## config.mk

```make
export PLATFORM = sky130hd
export DESIGN_NAME = mmcm_phase_stepper
export DESIGN_NICKNAME = d
export VERILOG_FILES = /design/src/rtl/mmcm_phase_stepper.sv
export SDC_FILE = /design/constraint.sdc
export NUM_CORES = 1
export LEC_CHECK = 0
export BUFFER_PORTS_ARGS = -buffer_cell sky130_fd_sc_hd__buf_4
export CORE_ASPECT_RATIO = 0.75
export CORE_MARGIN = 2
export CORE_UTILIZATION = 52
export CTS_BUF_LIST = sky130_fd_sc_hd__clkbuf_8
export DETAILED_ROUTE_END_ITERATION = 12
export PLACE_DENSITY = 0.75
export SYNTH_ARGS = -nofsm -noshare
export SYNTH_HDL_FRONTEND = slang
export SYNTH_SLANG_ARGS = --single-unit
```

## constraint.sdc

```tcl
create_clock -name lb_clk -period 2.63 [get_ports lb_clk]
set_clock_uncertainty 0.15 [all_clocks]
set_input_delay 0.526 -clock lb_clk [delete_from_list [all_inputs] [get_ports lb_clk]]
set_output_delay 0.526 -clock lb_clk [all_outputs]
set_load 0.005 [all_outputs]
```

## src/rtl/mmcm_phase_stepper.sv

```systemverilog
// mmcm_phase_stepper: issues MMCM fine phase steps over psen/psdone.
// Optional psdone watchdog built when PS_TIMEOUT_EN is defined.
module mmcm_phase_stepper #(
  parameter int SETTLE  = 4,
  parameter int TIMEOUT = 1023
) (
  input  logic        lb_clk,
  input  logic        rst,
  input  logic        start,
  input  logic [15:0] step_count,
  input  logic        abort,
  input  logic        mmcm_locked,
  input  logic        psdone,
  output logic        psen,
  output logic        psincdec,
  output logic        busy,
  output logic        done,
  output logic        error,
  output logic        timeout,
  output logic        aborted,
  output logic [15:0] position,
  output logic [15:0] remaining
);

  typedef enum logic [1:0] {
    S_IDLE, S_PULSE, S_WAIT, S_SETTLE
  } state_t;

  localparam int SW = (SETTLE > 1) ? $clog2(SETTLE) : 1;

  state_t      state_q, state_d;
  logic [15:0] rem_q, rem_d;
  logic [15:0] pos_q, pos_d;
  logic [15:0] mag;
  logic        dir_q, dir_d;
  logic        done_q, done_d;
  logic        err_q, err_d;
  logic        abt_q, abt_d;
  logic        apend_q, apend_d;
  logic        stop;
  logic [SW-1:0] scnt_q, scnt_d;

`ifdef PS_TIMEOUT_EN
  localparam int TW = $clog2(TIMEOUT + 1);
  logic          tmo_q, tmo_d;
  logic [TW-1:0] tcnt_q, tcnt_d;
`endif

  // -32768 maps to 32768, which still fits the unsigned count
  assign mag  = step_count[15] ? (~step_count + 16'd1) : step_count;
  assign stop = apend_q | abort;

  // next state and datapath; lock loss overrides everything
  always_comb begin
    state_d = state_q;
    rem_d   = rem_q;
    pos_d   = pos_q;
    dir_d   = dir_q;
    done_d  = 1'b0;
    err_d   = err_q;
    abt_d   = abt_q;
    apend_d = apend_q;
    scnt_d  = scnt_q;
`ifdef PS_TIMEOUT_EN
    tmo_d   = tmo_q;
    tcnt_d  = '0;
`endif
    if (!mmcm_locked) begin
      pos_d = '0;
      if (state_q != S_IDLE) begin
        state_d = S_IDLE;
        err_d   = 1'b1;
        rem_d   = '0;
      end else if (start) begin
        err_d = 1'b1;
      end
    end else begin
      if (state_q != S_IDLE && abort)
        apend_d = 1'b1;
      unique case (state_q)
        S_IDLE: begin
          if (start) begin
            rem_d = mag;
            dir_d = ~step_count[15];
            err_d = 1'b0;
            abt_d = 1'b0;
`ifdef PS_TIMEOUT_EN
            tmo_d = 1'b0;
`endif
            if (step_count == 16'd0)
              done_d = 1'b1;
            else
              state_d = S_PULSE;
          end
        end
        S_PULSE: state_d = S_WAIT;
        S_WAIT: begin
          if (psdone) begin
            pos_d = dir_q ? pos_q + 16'd1
                          : pos_q - 16'd1;
            rem_d = rem_q - 16'd1;
            if (rem_q == 16'd1 || stop) begin
              state_d = S_IDLE;
              done_d  = 1'b1;
              abt_d   = stop && (rem_q != 16'd1);
            end else if (SETTLE == 0) begin
              state_d = S_PULSE;
            end else begin
              state_d = S_SETTLE;
              scnt_d  = '0;
            end
          end
`ifdef PS_TIMEOUT_EN
          else if (tcnt_q == TW'(TIMEOUT - 1)) begin
            state_d = S_IDLE;
            err_d   = 1'b1;
            tmo_d   = 1'b1;
          end else begin
            tcnt_d = tcnt_q + 1'b1;
          end
`endif
        end
        S_SETTLE: begin
          if (scnt_q == SW'(SETTLE - 1)) begin
            if (stop) begin
              state_d = S_IDLE;
              done_d  = 1'b1;
              abt_d   = 1'b1;
            end else begin
              state_d = S_PULSE;
            end
          end else begin
            scnt_d = scnt_q + 1'b1;
          end
        end
        default: state_d = S_IDLE;
      endcase
    end
    if (state_d == S_IDLE)
      apend_d = 1'b0;
  end

  // state and datapath registers
  always_ff @(posedge lb_clk or posedge rst) begin
    if (rst) begin
      state_q <= S_IDLE;
      rem_q   <= '0;
      pos_q   <= '0;
      dir_q   <= 1'b0;
      done_q  <= 1'b0;
      err_q   <= 1'b0;
      abt_q   <= 1'b0;
      apend_q <= 1'b0;
      scnt_q  <= '0;
    end else begin
      state_q <= state_d;
      rem_q   <= rem_d;
      pos_q   <= pos_d;
      dir_q   <= dir_d;
      done_q  <= done_d;
      err_q   <= err_d;
      abt_q   <= abt_d;
      apend_q <= apend_d;
      scnt_q  <= scnt_d;
    end
  end

`ifdef PS_TIMEOUT_EN
  // psdone watchdog registers
  always_ff @(posedge lb_clk or posedge rst) begin
    if (rst) begin
      tmo_q  <= 1'b0;
      tcnt_q <= '0;
    end else begin
      tmo_q  <= tmo_d;
      tcnt_q <= tcnt_d;
    end
  end
  assign timeout = tmo_q;
`else
  // tied low: no watchdog in this build
  assign timeout = (TIMEOUT < 0);
`endif

  // outputs decoded from state
  always_comb begin
    psen = (state_q == S_PULSE) && mmcm_locked;
    busy = (state_q != S_IDLE);
  end

  assign psincdec  = dir_q;
  assign done      = done_q;
  assign error     = err_q;
  assign aborted   = abt_q;
  assign position  = pos_q;
  assign remaining = rem_q;

endmodule

```

==> insert_results.sql <==
INSERT INTO impl_metrics (metric_group, metric, value, unit) VALUES
('place', 'place.detailed.instances', '537', ''),
('power_and_ir_drop', 'pwr-share-seq', '34.4', '%'),
('synthesis', 'ys.warnings.count', '0', ''),
('run_status', 'outcome', 'complete, no violations', ''),
('clocking', 'cts.root.buffer_cell', 'sky130_fd_sc_hd__clkbuf_8', ''),
('synthesis', 'synth_enable_flop_cells', '0', ''),
('place', 'place_worst_setup_slack', '-135.7', 'ps'),
('synthesis', 'post_synthesis_mean_instance_area', '8.207', 'µm²'),
('timing', 'final-max-slew-violation-count', '0', ''),
('power_and_ir_drop', 'comb_power_share', '44.5', '%'),
('detailed_routing', 'drc_errors', '0', ''),
('setup_path', 'cp_data_arrival_time', '2610', 'ps'),
('clocking', 'cts_buffers', '5', ''),
('final_layout', 'final_layout_size_suffix_gt1_share', '24.84', '%'),
('synthesis', 'ys_top_cells_by_count', 'sky130_fd_sc_hd__o21ai_0 (51), sky130_fd_sc_hd__nand2_1 (42), sky130_fd_sc_hd__dfrtp_1 (41)', ''),
('detailed_routing', 'final_antenna_net_count', '0', ''),
('final_layout', 'syn2layout_area_growth', '26.66', '%'),
('timing', 'finalWorstSetupSlack', '98.13', 'ps'),
('synthesis', 'synth_area_leader_cell', 'sky130_fd_sc_hd__dfrtp_1', ''),
('synthesis', 'synthMostInstantiatedCell', 'sky130_fd_sc_hd__o21ai_0', ''),
('power_and_ir_drop', 'ir_drop', '0.0003122', 'V'),
('synthesis', 'synth_area_leaders', 'sky130_fd_sc_hd__dfrtp_1 (32%), sky130_fd_sc_hd__o21ai_0 (8.1%), sky130_fd_sc_hd__ha_1 (7.1%), sky130_fd_sc_hd__nand2_1 (5.0%), sky130_fd_sc_hd__a21oi_1 (4.4%)', ''),
('power_and_ir_drop', 'power.leakage', '0.001911', 'µW'),
('clocking', 'cts_sinks', '41', ''),
('power_and_ir_drop', 'netSwitchingPower', '902.2', 'µW'),
('power_and_ir_drop', 'power.density_cell_area', '595.6', 'nW/µm²'),
('grt', 'grt_pass1_wl', '14.92', 'mm'),
('grt', 'grt_antenna_before_repair', '0', ''),
('final_layout', 'fill_cells', '494', ''),
('final_layout', 'final_core_util', '68.53', '%'),
('synthesis', 'async_flop_share', '100.0', '%'),
('final_layout', 'antenna_cells', '0', ''),
('setup_path', 'worstPathMaxFanout', '8', ''),
('setup_path', 'crit_end_element', 'register', ''),
('clocking', 'htree_levels', '2', ''),
('place', 'port_buffers', '59', ''),
('grt', 'gr-total-overflow', '0', ''),
('detailed_routing', 'vias', '3218', ''),
('synthesis', 'yosysTopAreaCellShare', '32.39', '%'),
('place', 'hpwlAfterDp', '6.758', 'mm'),
('synthesis', 'synth-main-ff-cell', 'sky130_fd_sc_hd__dfrtp_1', ''),
('timing', 'worst_pin_slew', '652.1', 'ps'),
('synthesis', 'yosys_register_bits', '41', ''),
('detailed_routing', 'detailedRoute.firstIterationViolations', '246', ''),
('setup_path', 'worst_ep_required_time', '2710', 'ps'),
('die', 'design.die.area', '6739', 'µm²'),
('clocking', 'insertion_delay', '300', 'ps'),
('final_layout', 'area_used_by_multi_input_combinational_logic', '2028', 'µm²'),
('power_and_ir_drop', 'switching_share', '37.75', '%'),
('detailed_routing', 'via_per_inst', '5.905', ''),
('grt', 'grt_start_max_net_pins', '42', ''),
('die', 'num_ports', '61', ''),
('die', 'design.core.area', '5856', 'µm²'),
('timing', 'final_min_period_over_clock_period', '96.27', '%'),
('die', 'chipWidth', '94.13', 'µm'),
('die', 'floorplan.initialDensity', '54.10', '%'),
('clocking', 'tritoncts', 'built', ''),
('timing', 'period_needed', '2532', 'ps'),
('detailed_routing', 'firstDrtPassIters', '5', ''),
('power_and_ir_drop', 'power_frac_clock', '21.1', '%'),
('synthesis', 'netlist-cell-type-count', '60', ''),
('place', 'place_congestion', '0.8936', ''),
('detailed_routing', 'detail_route.wirelength', '8.863', 'mm'),
('clocking', 'path_clk_slew', '80', 'ps'),
('timing', 'report.final.hold_viol_count', '0', ''),
('synthesis', 'postSynthNetCount', '427', ''),
('setup_path', 'timing.critical_path.cells', 'inv_4 -> ha_1 -> a21oi_1 -> a2111o_1 -> a21boi_2 -> a21boi_0 -> or4b_1 -> nand3_1', ''),
('grt', 'global_route_total_usage_across_every_layer', '27.84', '%'),
('setup_path', 'timing.critical_path.slowest_stage_cell', 'sky130_fd_sc_hd__a2111o_1', ''),
('setup_path', 'worstSetupStartpointType', 'register', ''),
('flow_run', 'max_cap_viol_count', '0', '');
final timing paths:
kind                            depth (start not counted)      endpoint       from
min in group lb_clk                                     1     scnt_q[0]  scnt_q[0]
worst max-delay path                                    8  position[13]   psincdec
worst min-delay path                                    3   position[3]        rst
max in group asynchronous                               3    state_q[1]        rst
worst max register to register                          8  position[13]   psincdec
worst min register to register                          1     scnt_q[0]  scnt_q[0]
flip-flops by register name (all words and copies together), names as in the netlist:
name / flops
psincdec: 1
position: 16
remaining: 16
state_q: 2
error: 1
done: 1
aborted: 1
apend_q: 1
scnt_q: 2
metal layers:
metal	global-route usage, %	share of wire, %	vias to the layer above
met2	39.29	42	127
met5	0	0	-
met1	44.89	49	1505
li1	-	-	1572
met3	4.101	7.5	14
met4	6.119	1.0	0
repair_timing:
| action | 4_1_cts | 5_1_grt |
|---|---|---|
| setup buffers | 0 | 1 |
| hold buffers | 0 | 0 |
| resized for setup | 1 | 6 |
| endpoints found under the setup margin | 3 | 6 |
| pin swaps | 0 | 2 |
final cells by class:
cell class	instances	share of cell area (%)
Timing Repair Buffer	93	17.40
Clock inverter	2	0.8731
Tap cell	78	2.432
Inverter	15	1.466
Sequential cell	41	25.57
Multi-Input combinational cell	311	50.55
Clock buffer	5	1.715
metrics by stage:
stage / hold slack (ps) / TNS, ps / total power, µW / instance area (µm²)
2_1_floorplan: 313.2 / 0 / 1411 / 3168
6_report: 212.1 / 0 / 2390 / 4013
5_1_grt: 271.5 / -0.4659 / 2562 / 4013
3_5_place_dp: 341.1 / -480.0 / 1864 / 3877
3_3_place_gp: 329.1 / -138.1 / 1829 / 3877
4_1_cts: 230.0 / -0.3990 / 2367 / 3981
worst max-delay path, delay by kind of cell, from the launching register on:
kind | cells | cell delay [ps]
AO/OA/AOI/OAI | 4 | 940
adder cells (fa/ha/maj) | 1 | 350
buffers and inverters | 1 | 80
flip-flops | 1 | 390
AND/OR/NAND/NOR | 2 | 550
power groups by stage:
stage                     registers [µW]  clock network, µW  logic, µW
final                                822                505       1060
after global routing                 835                549       1180
after CTS                            817                508       1040
after detailed placement             828                  0       1040
after global placement               825                  0       1000
after floorplan                      814                  0        597
placed cells by master (no fill, tap or decap), types with 2 or more instances in the layout:
| master | count |
|---|---|
| sky130_fd_sc_hd__a211oi_1 | 2 |
| sky130_fd_sc_hd__a21boi_0 | 2 |
| sky130_fd_sc_hd__a21o_1 | 6 |
| sky130_fd_sc_hd__a21oi_1 | 27 |
| sky130_fd_sc_hd__a31oi_1 | 3 |
| sky130_fd_sc_hd__a32o_1 | 4 |
| sky130_fd_sc_hd__a41oi_1 | 2 |
| sky130_fd_sc_hd__and2_1 | 4 |
| sky130_fd_sc_hd__and3_1 | 8 |
| sky130_fd_sc_hd__buf_4 | 93 |
| sky130_fd_sc_hd__clkbuf_8 | 5 |
| sky130_fd_sc_hd__dfrtp_1 | 41 |
| sky130_fd_sc_hd__ha_1 | 17 |
| sky130_fd_sc_hd__inv_1 | 14 |
| sky130_fd_sc_hd__mux2i_1 | 4 |
| sky130_fd_sc_hd__nand2_1 | 42 |
| sky130_fd_sc_hd__nand2b_1 | 4 |
| sky130_fd_sc_hd__nand3_1 | 12 |
| sky130_fd_sc_hd__nand4b_1 | 2 |
| sky130_fd_sc_hd__nor2_1 | 24 |
| sky130_fd_sc_hd__nor2b_1 | 3 |
| sky130_fd_sc_hd__nor3_1 | 7 |
| sky130_fd_sc_hd__nor3_2 | 2 |
| sky130_fd_sc_hd__nor3b_1 | 4 |
| sky130_fd_sc_hd__nor4_1 | 3 |
| sky130_fd_sc_hd__nor4b_1 | 2 |
| sky130_fd_sc_hd__o211ai_1 | 3 |
| sky130_fd_sc_hd__o21a_1 | 4 |
| sky130_fd_sc_hd__o21ai_0 | 51 |
| sky130_fd_sc_hd__o21ai_1 | 3 |
| sky130_fd_sc_hd__o221ai_1 | 3 |
| sky130_fd_sc_hd__o31ai_1 | 5 |
| sky130_fd_sc_hd__or2_2 | 3 |
| sky130_fd_sc_hd__or3_1 | 5 |
| sky130_fd_sc_hd__or4_4 | 3 |
| sky130_fd_sc_hd__or4b_1 | 2 |
| sky130_fd_sc_hd__xnor2_1 | 10 |
| sky130_fd_sc_hd__xor2_1 | 10 |
logic make-up (layout without fill, tap and decap cells):
| family | after synthesis | after routing | synth area share, % |
|---|---|---|---|
| fa+ha+maj | 19 | 19 | 7.741 |
| other cells | 1 | 1 | 0.1184 |
| buf+inv | 34 | 115 | 4.265 |
| flops | 41 | 41 | 32.39 |
| simple gates | 137 | 137 | 23.14 |
| mux | 4 | 4 | 1.264 |
| xor+xnor | 20 | 20 | 5.529 |
| compound gates | 130 | 130 | 25.55 |
No activity file was read; power rests on OpenSTA's default activity.
